<file path="src/rtl/decode_stage.sv">
// Registered instruction-decode stage with valid/ready handshake, prefix-built wide constants,
// flush, and a saturating count of delivered unknown instructions.
module decode_stage #(
    parameter int WIDTH = 16,
    parameter int CNT_W = 8
) (
    input  logic             clk,
    input  logic             rst_n,
    input  logic             flush,
    input  logic             in_valid,
    output logic             in_ready,
    input  logic [15:0]      in_inst,
    output logic             out_valid,
    input  logic             out_ready,
    output logic             out_nop,
    output logic             out_load,
    output logic             out_add,
    output logic             out_out_lo,
    output logic             out_out_hi,
    output logic             out_unknown,
    output logic             out_source_const,
    output logic [WIDTH-1:0] out_constval,
    output logic             out_pfx_dropped,
    output logic             pfx_pending,
    output logic [CNT_W-1:0] unknown_count
);

    localparam int MAXP = WIDTH / 8 - 1;
    localparam int PCW  = (MAXP > 1) ? $clog2(MAXP + 1) : 1;
    localparam int AW   = WIDTH - 8;
    localparam logic [PCW-1:0] MAXP_C = PCW'(MAXP);

    typedef struct packed {
        logic             nop;
        logic             load;
        logic             add;
        logic             out_lo;
        logic             out_hi;
        logic             unknown;
        logic             source_const;
        logic             pfx_dropped;
        logic [WIDTH-1:0] constval;
    } beat_t;

    beat_t            beat_q, beat_d;
    logic             valid_q, valid_d;
    logic [AW-1:0]    acc_q, acc_d;
    logic [PCW-1:0]   pcnt_q, pcnt_d;
    logic [CNT_W-1:0] ucnt_q, ucnt_d;

    logic [7:0]       op;
    logic [7:0]       ii;
    logic             is_pfx, is_load, is_add, is_const;
    logic             accept;
    logic [WIDTH-1:0] cat;
    logic [WIDTH-1:0] const_val;

    assign op       = in_inst[15:8];
    assign ii       = in_inst[7:0];
    assign is_pfx   = (op == 8'h01);
    assign is_load  = (in_inst[15:10] == 6'b100000);
    assign is_add   = (in_inst[15:10] == 6'b100001);
    assign is_const = (is_load | is_add) & ~in_inst[9];

    // {acc,ii} doubles as the next accumulator (low AW bits) and the unshifted constant.
    assign cat       = {acc_q, ii};
    assign const_val = in_inst[8] ? (cat << 8) : cat;

    assign in_ready = ~flush & (~valid_q | out_ready);
    assign accept   = in_valid & in_ready;

    always_comb begin
        beat_d  = beat_q;
        valid_d = valid_q;
        acc_d   = acc_q;
        pcnt_d  = pcnt_q;
        ucnt_d  = ucnt_q;

        if (valid_q && out_ready && beat_q.unknown && (ucnt_q != '1))
            ucnt_d = ucnt_q + 1'b1;

        if (flush) begin
            valid_d = 1'b0;
            beat_d  = '0;
            acc_d   = '0;
            pcnt_d  = '0;
        end else begin
            if (valid_q && out_ready) begin
                valid_d = 1'b0;
                beat_d  = '0;
            end
            if (accept) begin
                if (is_pfx && (pcnt_q != MAXP_C)) begin
                    acc_d  = cat[AW-1:0];
                    pcnt_d = pcnt_q + 1'b1;
                end else begin
                    valid_d = 1'b1;
                    beat_d  = '0;
                    if (is_pfx) begin
                        // Prefix overflow: the accumulator is kept, only an unknown beat is emitted.
                        beat_d.unknown = 1'b1;
                    end else begin
                        acc_d  = '0;
                        pcnt_d = '0;
                        if (is_const) begin
                            beat_d.load         = is_load;
                            beat_d.add          = is_add;
                            beat_d.source_const = 1'b1;
                            beat_d.constval     = const_val;
                        end else begin
                            beat_d.pfx_dropped = (pcnt_q != '0);
                            beat_d.nop         = (op == 8'h00);
                            beat_d.out_lo      = (op == 8'h08);
                            beat_d.out_hi      = (op == 8'h09);
                            beat_d.load        = is_load;
                            beat_d.add         = is_add;
                            beat_d.unknown     = ~((op == 8'h00) | (op == 8'h08) | (op == 8'h09)
                                                   | is_load | is_add);
                        end
                    end
                end
            end
        end
    end

    always_ff @(posedge clk or negedge rst_n) begin
        if (!rst_n) begin
            beat_q  <= '0;
            valid_q <= 1'b0;
            acc_q   <= '0;
            pcnt_q  <= '0;
            ucnt_q  <= '0;
        end else begin
            beat_q  <= beat_d;
            valid_q <= valid_d;
            acc_q   <= acc_d;
            pcnt_q  <= pcnt_d;
            ucnt_q  <= ucnt_d;
        end
    end

    assign out_valid        = valid_q;
    assign out_nop          = beat_q.nop;
    assign out_load         = beat_q.load;
    assign out_add          = beat_q.add;
    assign out_out_lo       = beat_q.out_lo;
    assign out_out_hi       = beat_q.out_hi;
    assign out_unknown      = beat_q.unknown;
    assign out_source_const = beat_q.source_const;
    assign out_constval     = beat_q.constval;
    assign out_pfx_dropped  = beat_q.pfx_dropped;
    assign pfx_pending      = (pcnt_q != '0);
    assign unknown_count    = ucnt_q;

endmodule
</file>
<file path="config.mk">
export PLATFORM = sky130hd
export DESIGN_NAME = decode_stage
export DESIGN_NICKNAME = d
export VERILOG_FILES = /design/src/rtl/decode_stage.sv
export SDC_FILE = /design/constraint.sdc
export NUM_CORES = 1
export LEC_CHECK = 0
export ABC_AREA = 1
export ABC_CLOCK_PERIOD_IN_PS = 1300
export BUFFER_PORTS_ARGS = -buffer_cell sky130_fd_sc_hd__buf_2
export CORE_AREA = 2 2 85 63
export CTS_CLUSTER_DIAMETER = 150
export DETAILED_ROUTE_END_ITERATION = 6
export DIE_AREA = 0 0 87 65
export GPL_ROUTABILITY_DRIVEN = 1
export PLACE_DENSITY = 0.72
export SLEW_MARGIN = 5
export SYNTH_ARGS = -nofsm -noshare
export SYNTH_HDL_FRONTEND = slang
export SYNTH_SLANG_ARGS = --single-unit
</file>
<file path="constraint.sdc">
create_clock -name clk -period 1.3 [get_ports clk]
set_input_delay 0.26 -clock clk [delete_from_list [all_inputs] [get_ports clk]]
set_output_delay 0.26 -clock clk [all_outputs]
set_load 0.02 [all_outputs]
</file>
Yosys cells after proc, flatten, opt, wreduce, memory -nomap -nowiden

Index checks and enable logic that the tools add are counted.
W data, S select, Z words.

Input bits: 21
Bits in registers: 42
Output and inout bits: 35
Word-level logic and storage cells: 68

Equal/unequal tests: 7
Reductions and logical operators: 7
Bitwise operators: 14
Multiplexer cells: 25
$add $sub $neg: 2

Operators by type and width:

| kind                  | number |
|---|---|
| $mux W24              | 4 |
| $mux W16              | 2 |
| $mux W8               | 4 |
| $mux W18              | 1 |
| $eq A8 B4 Y1 const B  | 2 |
| $eq A6 B6 Y1 const B  | 2 |
| $mux W1               | 12 |
| $add A8 B1 Y8 const B | 1 |
| $eq A8 B1 Y1 const B  | 1 |
| $logic_not A8 Y1      | 1 |
| $ne A8 B8 Y1 const B  | 1 |
| $or A1 B1 Y1          | 6 |
| $mux W5               | 1 |
| $not A1 Y1            | 5 |
| $logic_and A1 B1 Y1   | 4 |
| $and A1 B1 Y1         | 3 |
| $mux W3               | 1 |
| $ne A3 B2 Y1 const B  | 1 |
| $reduce_and A2 Y1     | 1 |
| $reduce_bool A2 Y1    | 1 |
| $add A1 B1 Y1 const B | 1 |

Depth between registers and ports, before layout

Depth in word-level cells: 11
Mapped depth: 11
Depth with buffers taken out: 10

Worst setup path before layout

OpenSTA, ideal clock, no wires.

Kind: flip-flop to flip-flop
Start: register ucnt_q[1] (netlist: unknown_count[1])
End: register ucnt_q[3] (netlist: unknown_count[3])
Required time: 1.168 ns
Period minus slack after synthesis: 1.520 ns
Arrival: 1.388 ns
Setup time: 0.132 ns
Cell stages (with the launch flop): 8
Path slack: -0.220 ns
Path through: dfrtp_1 > ha_1 > inv_1 > nor2_1 > nand4_1 > nand2_1 > nor2_1 > xor2_1

Cells in the longest elaborated chain, start to end: 2
Elaborated cells on any way between the ends: 3
Those cells by class: 1 x add/sub; 1 x eq/ne; 1 x reduce/logical

Ends and longest elaborated chain:

| item                                                                  | RTL line | source |
|---|---|---|
| start: declaration                                                    | 49       | `logic [CNT_W-1:0] ucnt_q, ucnt_d;` |
| start signal: assignment                                              | 138      | `ucnt_q <= ucnt_d;` |
| parallel branches: the longest is 2 deep, another holds $add A8 B1 Y8 | -        |  |

Parallel ways; which one is timed is not known.
A chain may end at the register's enable or synchronous reset.

Worst setup path after layout

Start: register ucnt_q[1] (netlist: unknown_count[1])
End: register ucnt_q[7] (netlist: unknown_count[7])

The elaborated chain is that of the path after synthesis.

==> impl_metrics.env <==
export IMPL_postSynthCellCount=276
export IMPL_vias=2316
export IMPL_met3_usage_pct=3.95
export IMPL_wirelength_mm=6.43
export IMPL_cp_start_kind="flop"
export IMPL_min_period_over_period_pct=107
export IMPL_coreArea_sq_um=4930
export IMPL_dp_cells=411
export IMPL_peakVddDrop_v=0.000582
export IMPL_ant_nets=0
export IMPL_final_max_slew_viol_count=0
export IMPL_pin_count=56
export IMPL_worst_slack_ns=-0.0897
export IMPL_grt_use_met1_pct=30.6
export IMPL_viasPerCell=5.26
export IMPL_r2r_start="unknown_count[1]"
export IMPL_dp_slack_ns=-0.165
export IMPL_synth_fp_nets=298
export IMPL_clockBufferDepth=2
export IMPL_avgSynthCellArea_sq_um=8.13
export IMPL_final_common_cell="buf_2"
export IMPL_antenna_found_initial=0
export IMPL_die_h_um=65
export IMPL_r2r_setup_slack_ns=-0.09
export IMPL_grt_busiest_layer="met2"
export IMPL_grt_overflow=0
export IMPL_drt_first_pass_iters=4
export IMPL_ys_seq_area_share_pct=46.8
export IMPL_ys_warn_count=0
export IMPL_drt_iter0_drc=109
export IMPL_rsz0062_at_grt="yes"
export IMPL_root_buffer="clkbuf_8"
export IMPL_startpoint="unknown_count[1]"
export IMPL_powerDensity_nw_per_um2=903
export IMPL_num_antenna_cells=0
export IMPL_drive_above_1_share_pct=48.2
export IMPL_synth_area_sq_um=2240
export IMPL_r2r_end="unknown_count[7]"
export IMPL_path_clk_slew_ns=0.09
export IMPL_grt_start_max_net_pins=28
export IMPL_final_hold_violation_count=0
export IMPL_hp_class="input port to flop"
export IMPL_arrival_ns=1.57
export IMPL_cts_tree="done"
export IMPL_layout_common_cells="51 x buf_2, 40 x nand2_1, 37 x dfrtp_1"
export IMPL_final_nets=401
export IMPL_dpl_hpwl_mm=3.98
export IMPL_critPathMaxFanout=3
export IMPL_yosys_cell_types_count=30
export IMPL_htreeDepth=2
export IMPL_cts_buffers=5
export IMPL_setup_viol=19
export IMPL_max_cap_violations=0
export IMPL_p_leak_nw=1.60
export IMPL_worstSetupEndpoint="unknown_count[7]"
export IMPL_finClkSkew_ns=0.0130
export IMPL_fmax_mhz=720
export IMPL_required_ns=1.48
export IMPL_synth_seq_cells=42
export IMPL_die_area_sq_um=5660
export IMPL_gr_usage_met2_pct=34.9
export IMPL_fp_dieW_um=87
export IMPL_area_delta_synth_final_pct=49.6
export IMPL_end_kind="flop"
export IMPL_drc=0
export IMPL_worstMarginPinSlew_ns=0.413
export IMPL_wl_per_cell_um=14.6
export IMPL_violations="negative setup slack"
export IMPL_slew_limit_headroom_pct=72.5
export IMPL_port_buffers=55
export IMPL_holdWs_ns=0.242
export IMPL_finalNonFillerCells=440
export IMPL_track_usage_pct=21.7
export IMPL_grt_pass1_vias=2102
export IMPL_crit_type="flop to flop"
export IMPL_fin_crit_ns=1.39
export IMPL_start_util_pct=45.6
export IMPL_num_rows=22
export IMPL_clkSinkCount=42
export IMPL_gp_congestion=0.881
export IMPL_fill_cells=382
export IMPL_status="complete, but fails checks"
export IMPL_clock_latency_ns=0.29
export IMPL_grt_pass1_wl_mm=9.63
export IMPL_reg2regPathDepth=8
==> cell usage after synthesis <==
library cell,n,share of area [%]
inv_1,32,5.4
ha_1,1,0.56
buf_6,6,3.0
nor2_8,1,0.89
xor2_1,4,1.6
buf_4,1,0.33
clkbuf_1,3,0.50
nand2_2,3,0.84
nand3b_1,1,0.33
o21ai_0,13,2.9
nand2_4,1,0.50
a211oi_2,1,0.56
nor2_2,1,0.28
inv_2,2,0.33
nor2_1,27,4.5
a21oi_1,24,5.4
o21bai_1,1,0.33
clkinv_1,1,0.17
o21ai_1,4,0.89
nor2_4,3,1.5
o21ai_2,1,0.39
inv_8,1,0.50
buf_2,2,0.45
nand2_1,47,7.9
and2_1,1,0.28
nand4_1,12,3.3
dfrtp_1,42,47
nand3_1,38,8.5
xnor2_1,1,0.39
nand3_4,1,0.78
==> repair_timing <==
action                                  in CTS  in global routing
pin swaps                                    6                 27
gates resized for setup                      7                 67
hold buffers                                 1                  0
endpoints found under the setup margin      26                 43
cloned                                       2                  1
endpoints found under the hold margin       10                  0
setup buffers                               11                  6
==> report_power, final <==
part | switching (mW) | total, mW | internal, mW
combinational | 0.414 | 0.792 | 0.378
clock | 0.455 | 0.835 | 0.379
sequential | 0.0464 | 1.40 | 1.36
total | 0.915 | 3.03 | 2.11
==> critical path, cell delays in order, from the launching register on <==
cell and delay, ns:
dfrtp_2 0.40, buf_4 0.12, buf_4 0.11, nand2_1 0.06, nor2_2 0.12, nand4_1 0.12, and2_1 0.17, o21bai_1 0.12
nand2_1 0.07
==> routing by layer <==
layer / wire length (um) / up-vias
met4: 23 / 0
li1: - / 1113
met1: 2930 / 1123
met3: 366 / 4
met2: 3110 / 76
met5: 0 / -
==> how the worst min path moves through the flow <==
stage / start / to / slack, ns / cells after the start
2_1_floorplan: rst_n / acc_q[0] / -0.04 / 0
3_3_place_gp: rst_n / out_out_hi / 0.15 / 1
3_5_place_dp: rst_n / out_out_hi / 0.16 / 1
4_1_cts: in_inst[3] / acc_q[3] / 0.24 / 3
5_1_grt: in_inst[1] / acc_q[1] / 0.25 / 3
6_report: in_inst[3] / acc_q[3] / 0.24 / 3
==> layout make-up <==
class	instances	area, sq um	area share (%)
Multi-Input combinational cell	188	1200	35.8
Sequential cell	42	1060	31.5
Timing Repair Buffer	106	790	23.5
Clock inverter	2	13.8	0.410
Inverter	36	148	4.40
Clock buffer	6	72.6	2.16
Tap cell	60	75.1	2.24
==> state kept, by name, summed over array words and instances, names as in the netlist <==
register,count
out_valid,1
pfx_pending,1
out_add,1
acc_q,8
out_nop,1
out_pfx_dropped,1
out_load,1
out_out_hi,1
out_out_lo,1
out_source_const,1
out_constval,16
unknown_count,8
out_unknown,1
==> kinds of logic (layout without fill, tap and decap cells) <==
kind of cell | after synthesis | in the layout | synth area share (%)
AOI/OAI and AO/OA | 44 | 44 | 10.4
xor gates and xnor gates | 5 | 5 | 1.95
adders and majority gates | 1 | 1 | 0.557
buffers and inverters | 48 | 150 | 10.6
DFF | 42 | 42 | 46.8
and+or+nand+nor | 136 | 138 | 29.6
==> stage by stage <==
stage	TNS [ns]	area, sq um	power [mW]	util (%)
2_1_floorplan	-0.170	2280	1.73	-
3_3_place_gp	-2.68	2820	1.98	57.3
3_5_place_dp	-3.69	2820	1.99	57.3
4_1_cts	-0.118	3070	2.86	62.3
5_1_grt	-2.85	3360	3.16	68.1
6_report	-0.699	3360	3.03	68.1
No activity file was read; power rests on OpenSTA's default activity.
